**config.mk**
```make
export PLATFORM = sky130hd
export DESIGN_NAME = hps_reset_req_sequencer
export DESIGN_NICKNAME = d
export VERILOG_FILES = /design/src/rtl/hps_rst_pkg.sv /design/src/rtl/pb_debouncer.sv /design/src/rtl/hps_reset_req_sequencer.sv
export SDC_FILE = /design/constraint.sdc
export NUM_CORES = 1
export LEC_CHECK = 0
export ABC_AREA = 1
export BUFFER_PORTS_ARGS = -buffer_cell sky130_fd_sc_hd__buf_2
export CORE_ASPECT_RATIO = 0.9
export CORE_MARGIN = 1.5
export CORE_UTILIZATION = 60
export DETAILED_ROUTE_END_ITERATION = 16
export PLACE_DENSITY_LB_ADDON = 0.25
export SYNTH_ARGS = -nofsm -noshare
export SYNTH_HDL_FRONTEND = slang
export SYNTH_HIERARCHICAL = 1
export SYNTH_SLANG_ARGS = --single-unit
```
**constraint.sdc**
```tcl
create_clock -name sys_clk -period 2.5 [get_ports sys_clk]
set_input_delay 0.5 -clock sys_clk [delete_from_list [all_inputs] [get_ports sys_clk]]
set_output_delay 0.5 -clock sys_clk [all_outputs]
set_load 0.005 [all_outputs]
```
**src/rtl/hps_rst_pkg.sv**
```systemverilog
// Shared encodings for the HPS reset-request sequencer: cause codes, FSM states, ISSP bit indices.
package hps_rst_pkg;

    typedef enum logic [1:0] {
        CAUSE_NONE  = 2'd0,
        CAUSE_COLD  = 2'd1,
        CAUSE_WARM  = 2'd2,
        CAUSE_DEBUG = 2'd3
    } cause_e;

    typedef enum logic [2:0] {
        StIdle,
        StAssert,
        StWaitAck,
        StWaitRel,
        StHoldoff
    } state_e;

    localparam int unsigned IdxCold  = 0;
    localparam int unsigned IdxWarm  = 1;
    localparam int unsigned IdxDebug = 2;

    // Fixed priority cold > warm > debug; returns a one-hot grant.
    function automatic logic [2:0] pick_grant(input logic [2:0] pending);
        logic [2:0] g;
        g = '0;
        if (pending[IdxCold]) begin
            g[IdxCold] = 1'b1;
        end else if (pending[IdxWarm]) begin
            g[IdxWarm] = 1'b1;
        end else if (pending[IdxDebug]) begin
            g[IdxDebug] = 1'b1;
        end
        return g;
    endfunction

    function automatic cause_e cause_of(input logic [2:0] grant);
        cause_e c;
        c = CAUSE_NONE;
        if (grant[IdxCold]) begin
            c = CAUSE_COLD;
        end else if (grant[IdxWarm]) begin
            c = CAUSE_WARM;
        end else if (grant[IdxDebug]) begin
            c = CAUSE_DEBUG;
        end
        return c;
    endfunction

endpackage

```
**src/rtl/pb_debouncer.sv**
```systemverilog
// Pushbutton synchroniser and debouncer: one press pulse per accepted press, release re-arms.
module pb_debouncer #(
    parameter int unsigned DEBOUNCE_CYCLES = 1_000_000
) (
    input  logic clk_i,
    input  logic rst_i,
    input  logic pb_n_i,
    output logic press_o
);

    localparam int unsigned CntW = $clog2(DEBOUNCE_CYCLES);
    localparam logic [CntW-1:0] CntLast = CntW'(DEBOUNCE_CYCLES - 1);

    logic [1:0]      sync_q;
    logic [CntW-1:0] cnt_q, cnt_d;
    logic            pressed_q, pressed_d;
    logic            press_q, press_d;

    always_comb begin
        cnt_d     = cnt_q;
        pressed_d = pressed_q;
        press_d   = 1'b0;
        if (sync_q[1]) begin
            cnt_d     = '0;
            pressed_d = 1'b0;
        end else if (!pressed_q) begin
            if (cnt_q == CntLast) begin
                pressed_d = 1'b1;
                press_d   = 1'b1;
            end else begin
                cnt_d = cnt_q + CntW'(1);
            end
        end
    end

    always_ff @(posedge clk_i) begin
        if (rst_i) begin
            sync_q    <= 2'b11;
            cnt_q     <= '0;
            pressed_q <= 1'b0;
            press_q   <= 1'b0;
        end else begin
            sync_q    <= {sync_q[0], pb_n_i};
            cnt_q     <= cnt_d;
            pressed_q <= pressed_d;
            press_q   <= press_d;
        end
    end

    assign press_o = press_q;

endmodule

```
**src/rtl/hps_reset_req_sequencer.sv**
```systemverilog
// Serialises cold/warm/debug HPS reset requests onto the f2h_*_reset_req_n pins, one at a time.
module hps_reset_req_sequencer
    import hps_rst_pkg::*;
#(
    parameter int unsigned PULSE_CYCLES    = 16,
    parameter int unsigned ACK_TIMEOUT     = 50_000_000,
    parameter int unsigned HOLDOFF_CYCLES  = 1024,
    parameter int unsigned DEBOUNCE_CYCLES = 1_000_000,
    parameter int unsigned CNT_W           = 8
) (
    input  logic             sys_clk,
    input  logic             sys_reset,
    input  logic [2:0]       issp_req,
    input  logic             pb_n,
    input  logic             h2f_reset_n,
    input  logic             clr_err,
    output logic             f2h_cold_req_n,
    output logic             f2h_warm_req_n,
    output logic             f2h_debug_req_n,
    output logic             busy,
    output logic [1:0]       last_cause,
    output logic             timeout_err,
    output logic [CNT_W-1:0] req_count
);

    localparam int unsigned PulseW = $clog2(PULSE_CYCLES + 1);
    localparam int unsigned AckW   = $clog2(ACK_TIMEOUT + 1);
    localparam int unsigned HoldW  = $clog2(HOLDOFF_CYCLES + 1);
    localparam int unsigned CntW   = (PulseW > AckW) ? ((PulseW > HoldW) ? PulseW : HoldW)
                                                     : ((AckW > HoldW) ? AckW : HoldW);
    localparam logic [CntW-1:0] PulseLast = CntW'(PULSE_CYCLES - 1);
    localparam logic [CntW-1:0] AckLast   = CntW'(ACK_TIMEOUT - 1);
    localparam logic [CntW-1:0] HoldLast  = CntW'(HOLDOFF_CYCLES - 1);

    logic             pb_press;
    logic [1:0]       h2f_sync_q;
    logic [2:0]       issp_s_q, issp_prev_q;
    logic [2:0]       req_in;
    logic [2:0]       pending_q, pending_d;
    logic [2:0]       grant_q, grant_d;
    logic [2:0]       req_n_q, req_n_d;
    state_e           state_q, state_d;
    logic [CntW-1:0]  cnt_q, cnt_d;
    cause_e           last_cause_q, last_cause_d;
    logic [CNT_W-1:0] req_count_q, req_count_d;
    logic             timeout_err_q, timeout_err_d;
    logic             set_err;

    pb_debouncer #(
        .DEBOUNCE_CYCLES(DEBOUNCE_CYCLES)
    ) u_pb_debouncer (
        .clk_i  (sys_clk),
        .rst_i  (sys_reset),
        .pb_n_i (pb_n),
        .press_o(pb_press)
    );

    always_comb begin
        req_in          = issp_s_q & ~issp_prev_q;
        req_in[IdxWarm] = req_in[IdxWarm] | pb_press;

        state_d      = state_q;
        cnt_d        = cnt_q;
        grant_d      = grant_q;
        pending_d    = pending_q | req_in;
        last_cause_d = last_cause_q;
        req_count_d  = req_count_q;
        set_err      = 1'b0;

        unique case (state_q)
            StIdle: begin
                if (pending_q != 3'b000) begin
                    grant_d = pick_grant(pending_q);
                    // A same-type edge arriving in the grant cycle is absorbed by this grant.
                    pending_d    = pending_d & ~grant_d;
                    state_d      = StAssert;
                    cnt_d        = '0;
                    last_cause_d = cause_of(grant_d);
                    if (req_count_q != '1) begin
                        req_count_d = req_count_q + CNT_W'(1);
                    end
                end
            end
            StAssert: begin
                if (cnt_q == PulseLast) begin
                    cnt_d   = '0;
                    state_d = grant_q[IdxDebug] ? StHoldoff : StWaitAck;
                end else begin
                    cnt_d = cnt_q + CntW'(1);
                end
            end
            StWaitAck: begin
                if (!h2f_sync_q[1]) begin
                    state_d = StWaitRel;
                end else if (cnt_q == AckLast) begin
                    set_err = 1'b1;
                    cnt_d   = '0;
                    state_d = StHoldoff;
                end else begin
                    cnt_d = cnt_q + CntW'(1);
                end
            end
            StWaitRel: begin
                if (h2f_sync_q[1]) begin
                    cnt_d   = '0;
                    state_d = StHoldoff;
                end
            end
            StHoldoff: begin
                if (cnt_q == HoldLast) begin
                    state_d = StIdle;
                end else begin
                    cnt_d = cnt_q + CntW'(1);
                end
            end
            default: state_d = StIdle;
        endcase

        req_n_d       = (state_d == StAssert) ? ~grant_d : 3'b111;
        timeout_err_d = set_err | (timeout_err_q & ~clr_err);
    end

    always_ff @(posedge sys_clk) begin
        if (sys_reset) begin
            h2f_sync_q    <= 2'b11;
            issp_s_q      <= 3'b111;
            issp_prev_q   <= 3'b111;
            pending_q     <= 3'b000;
            grant_q       <= 3'b000;
            req_n_q       <= 3'b111;
            state_q       <= StIdle;
            cnt_q         <= '0;
            last_cause_q  <= CAUSE_NONE;
            req_count_q   <= '0;
            timeout_err_q <= 1'b0;
        end else begin
            h2f_sync_q    <= {h2f_sync_q[0], h2f_reset_n};
            issp_s_q      <= issp_req;
            issp_prev_q   <= issp_s_q;
            pending_q     <= pending_d;
            grant_q       <= grant_d;
            req_n_q       <= req_n_d;
            state_q       <= state_d;
            cnt_q         <= cnt_d;
            last_cause_q  <= last_cause_d;
            req_count_q   <= req_count_d;
            timeout_err_q <= timeout_err_d;
        end
    end

    assign f2h_cold_req_n  = req_n_q[IdxCold];
    assign f2h_warm_req_n  = req_n_q[IdxWarm];
    assign f2h_debug_req_n = req_n_q[IdxDebug];
    assign busy            = (state_q != StIdle);
    assign last_cause      = last_cause_q;
    assign timeout_err     = timeout_err_q;
    assign req_count       = req_count_q;

endmodule

```
==> qor.csv <==
metric,value,unit
worstHoldPathType,in2reg,
ys_async_sr_fraction,0,
die_h,83.4,µm
clock_path_buffers,2,
core_area,7000,µm²
cp.arrival,2.50,ns
drive_gt1_frac,0.146,
switching_share,0.264,
synth.distinct_cells,40,
drtAntennaViolNets,0,
status,"complete, no violations",
cp_top_family,simple AND/OR/NAND/NOR gates,
wire_per_inst,12.9,µm
dp_slack,0.368,ns
post_cts_buffers,0,
totalWireLength,9760,µm
grt_max_degree,21,
synth_top_area_cell,dfxtp_1,
path_class,reg2reg,
initialDrtViolationCount,329,
critical_path.max_stage_delay,0.38,ns
skew,0.0126,ns
p_leak,1.78,nW
ctsResizeCount,0,
grt_pass1_wl,16600,µm
port_buffers,22,
yosysWarnings,6,
start_kind,flip-flop,
power_frac_seq,0.524,
max-cap-violations,0,
grt_pass1_vias,3695,
p_sw,0.676,mW
finalWorstSetupSlack,0.290,ns
finalCritPeriodShare,0.884,
p_int,1.88,mW
crit_slowest_cell,dfxtp_1,
period_minus_slack,2.21,ns
synth_flop_cell,dfxtp_1,
cts_made_buffers,9,
synth_top_area_frac,0.376,
tightestPinTransition,0.571,ns
io-pin-count,23,
total_power,2.56,mW
root_buffer,clkbuf_8,
clk_pin_slew,0.08,ns
synth_common_cells,"137 x nand2_1, 106 x nor2_1, 81 x dfxtp_1",
synth.most_common_cell,nand2_1,
syn_nets,645,
pwr-share-clk,0.385,
syn-cell-area,4310,µm²
synth_edf_count,0,
vdd_drop_max,0.372,mV
initial_utilization,0.616,
crit_fanout,19,
relSlewSlack,0.618,
place.gp.congestion,0.959,
cts_tree,done,
grt-ovfl-total,0,
finalHoldViolCount,0,
grt_util_all_layers,0.268,
holdWs,0.313,ns
die_area,7700,µm²
drc,0,
die_x,92.3,µm
ys_seq_elements,81,
nets,673,
post-dp-hpwl,7250,µm
cts.sinks,81,
drv_slew,0,
clkLatencyLatePin,0.36,ns
cts_hold_buf,0,
cts_max_level,3,
seq_area_frac_synth,0.376,
diodes,0,
post_synth.cell_area_avg,6.80,µm²
area_growth,9.20,%
antenna_found_initial,0,
tns,0,ns
drtPass1Iterations,5,
rsz0062_at_grt,false,
crit_top_cell,nand3_4,
vias,4078,
powerDensity,544,nW/µm²
synth_cells,634,
cp_num_buf_inv,2,
fmax,453,MHz
crit_path_end_kind,flip-flop,
comb_power_share,0.091,
via_per_inst,5.37,
required,2.79,ns
setup_viol,0,
synth_area_leaders,"dfxtp_1 38%, nand2_1 12%, nor2_1 9.2%, inv_1 6.5%, nand3_1 6.0%",
rows,29,
cp_cell_sequence,ha_1 -> nand3_1 -> inv_1 -> nand2_2 -> nor2_4 -> nand3_4 -> nand2_8 -> inv_6 -> nand3_4 -> nand2_4 -> a21oi_1,
cell type report:
type,instances,area [µm²]
flip-flops and latches,81,1620
inverters,82,313
clock buffers,10,138
repair buffers,25,133
multi-input cells,463,2320
well taps,93,116
clock inverters,5,65.1
fillers,616,2300
sequential cells by signal, indices dropped and copies added, names as in the netlist:
| name | count |
|---|---|
| issp_s_q | 3 |
| u_pb_debouncer/pressed_q | 1 |
| u_pb_debouncer/press_o | 1 |
| issp_prev_q | 3 |
| timeout_err | 1 |
| pending_q | 3 |
| grant_q | 3 |
| u_pb_debouncer/cnt_q | 20 |
| req_count | 8 |
| state_q | 3 |
| cnt_q | 26 |
| req_n_q | 3 |
| last_cause | 2 |
| u_pb_debouncer/sync_q | 2 |
| h2f_sync_q | 2 |
routing by layer:
metal	up-vias	GRT usage	wire [µm]
met5	-	0	0
met4	0	0.0825	110
met3	13	0.0687	620
met2	156	0.429	4480
met1	1817	0.354	4550
li1	2092	-	-
per-stage QoR:
step | cell area [µm²] | util | cells
after floorplan | 4310 | - | 634
after global placement | 4500 | 0.643 | 744
after detailed placement | 4500 | 0.643 | 744
after CTS | 4710 | 0.672 | 759
after global routing | 4710 | 0.672 | 759
final | 4710 | 0.672 | 759
final timing paths:
kind,slack [ns],endpoint,start,cells past startpoint
worst max-delay path,0.29,cnt_q[0],cnt_q[0],11
worst min-delay path,0.31,issp_s_q[0],issp_req[0],2
worst max register to register,0.29,cnt_q[0],cnt_q[0],11
worst min register to register,0.43,h2f_sync_q[1],h2f_sync_q[0],1
power groups by stage:
stage	combinational (mW)	sequential, mW	clock [mW]
after floorplan	0.179	1.37	0
after global placement	0.226	1.37	0
after detailed placement	0.231	1.37	0
after CTS	0.233	1.34	1.01
after global routing	0.258	1.34	1.06
final	0.234	1.34	0.985
cells in the final DEF (no fill, tap or decap), types with 3 or more instances in the layout:
cell and instances:
ha_1 3, nand2_1 137, clkbuf_8 10, nor2_2 18, nand3_2 3, nor2_1 106
inv_1 75, nand4_1 14, xor2_1 9, clkinv_4 3, o21ai_0 15, nor2_4 5
xnor2_1 4, o21ai_1 3, or2_2 10, a31oi_1 4, buf_2 22, buf_4 3
nand3_4 3, nor3_1 19, dfxtp_1 81, nand3_1 52, nand2_2 4, nor4_1 3
inv_2 4, a21oi_1 35
cells by family after synthesis:
kind of cell | after synthesis | share of synthesized area
DFF | 81 | 0.376
adders and majority gates | 3 | 0.00871
AOI/OAI and AO/OA | 64 | 0.0804
xor gates and xnor gates | 13 | 0.0264
and+or+nand+nor | 383 | 0.423
buffers and inverters | 90 | 0.0853
No activity file was read; power rests on OpenSTA's default activity.
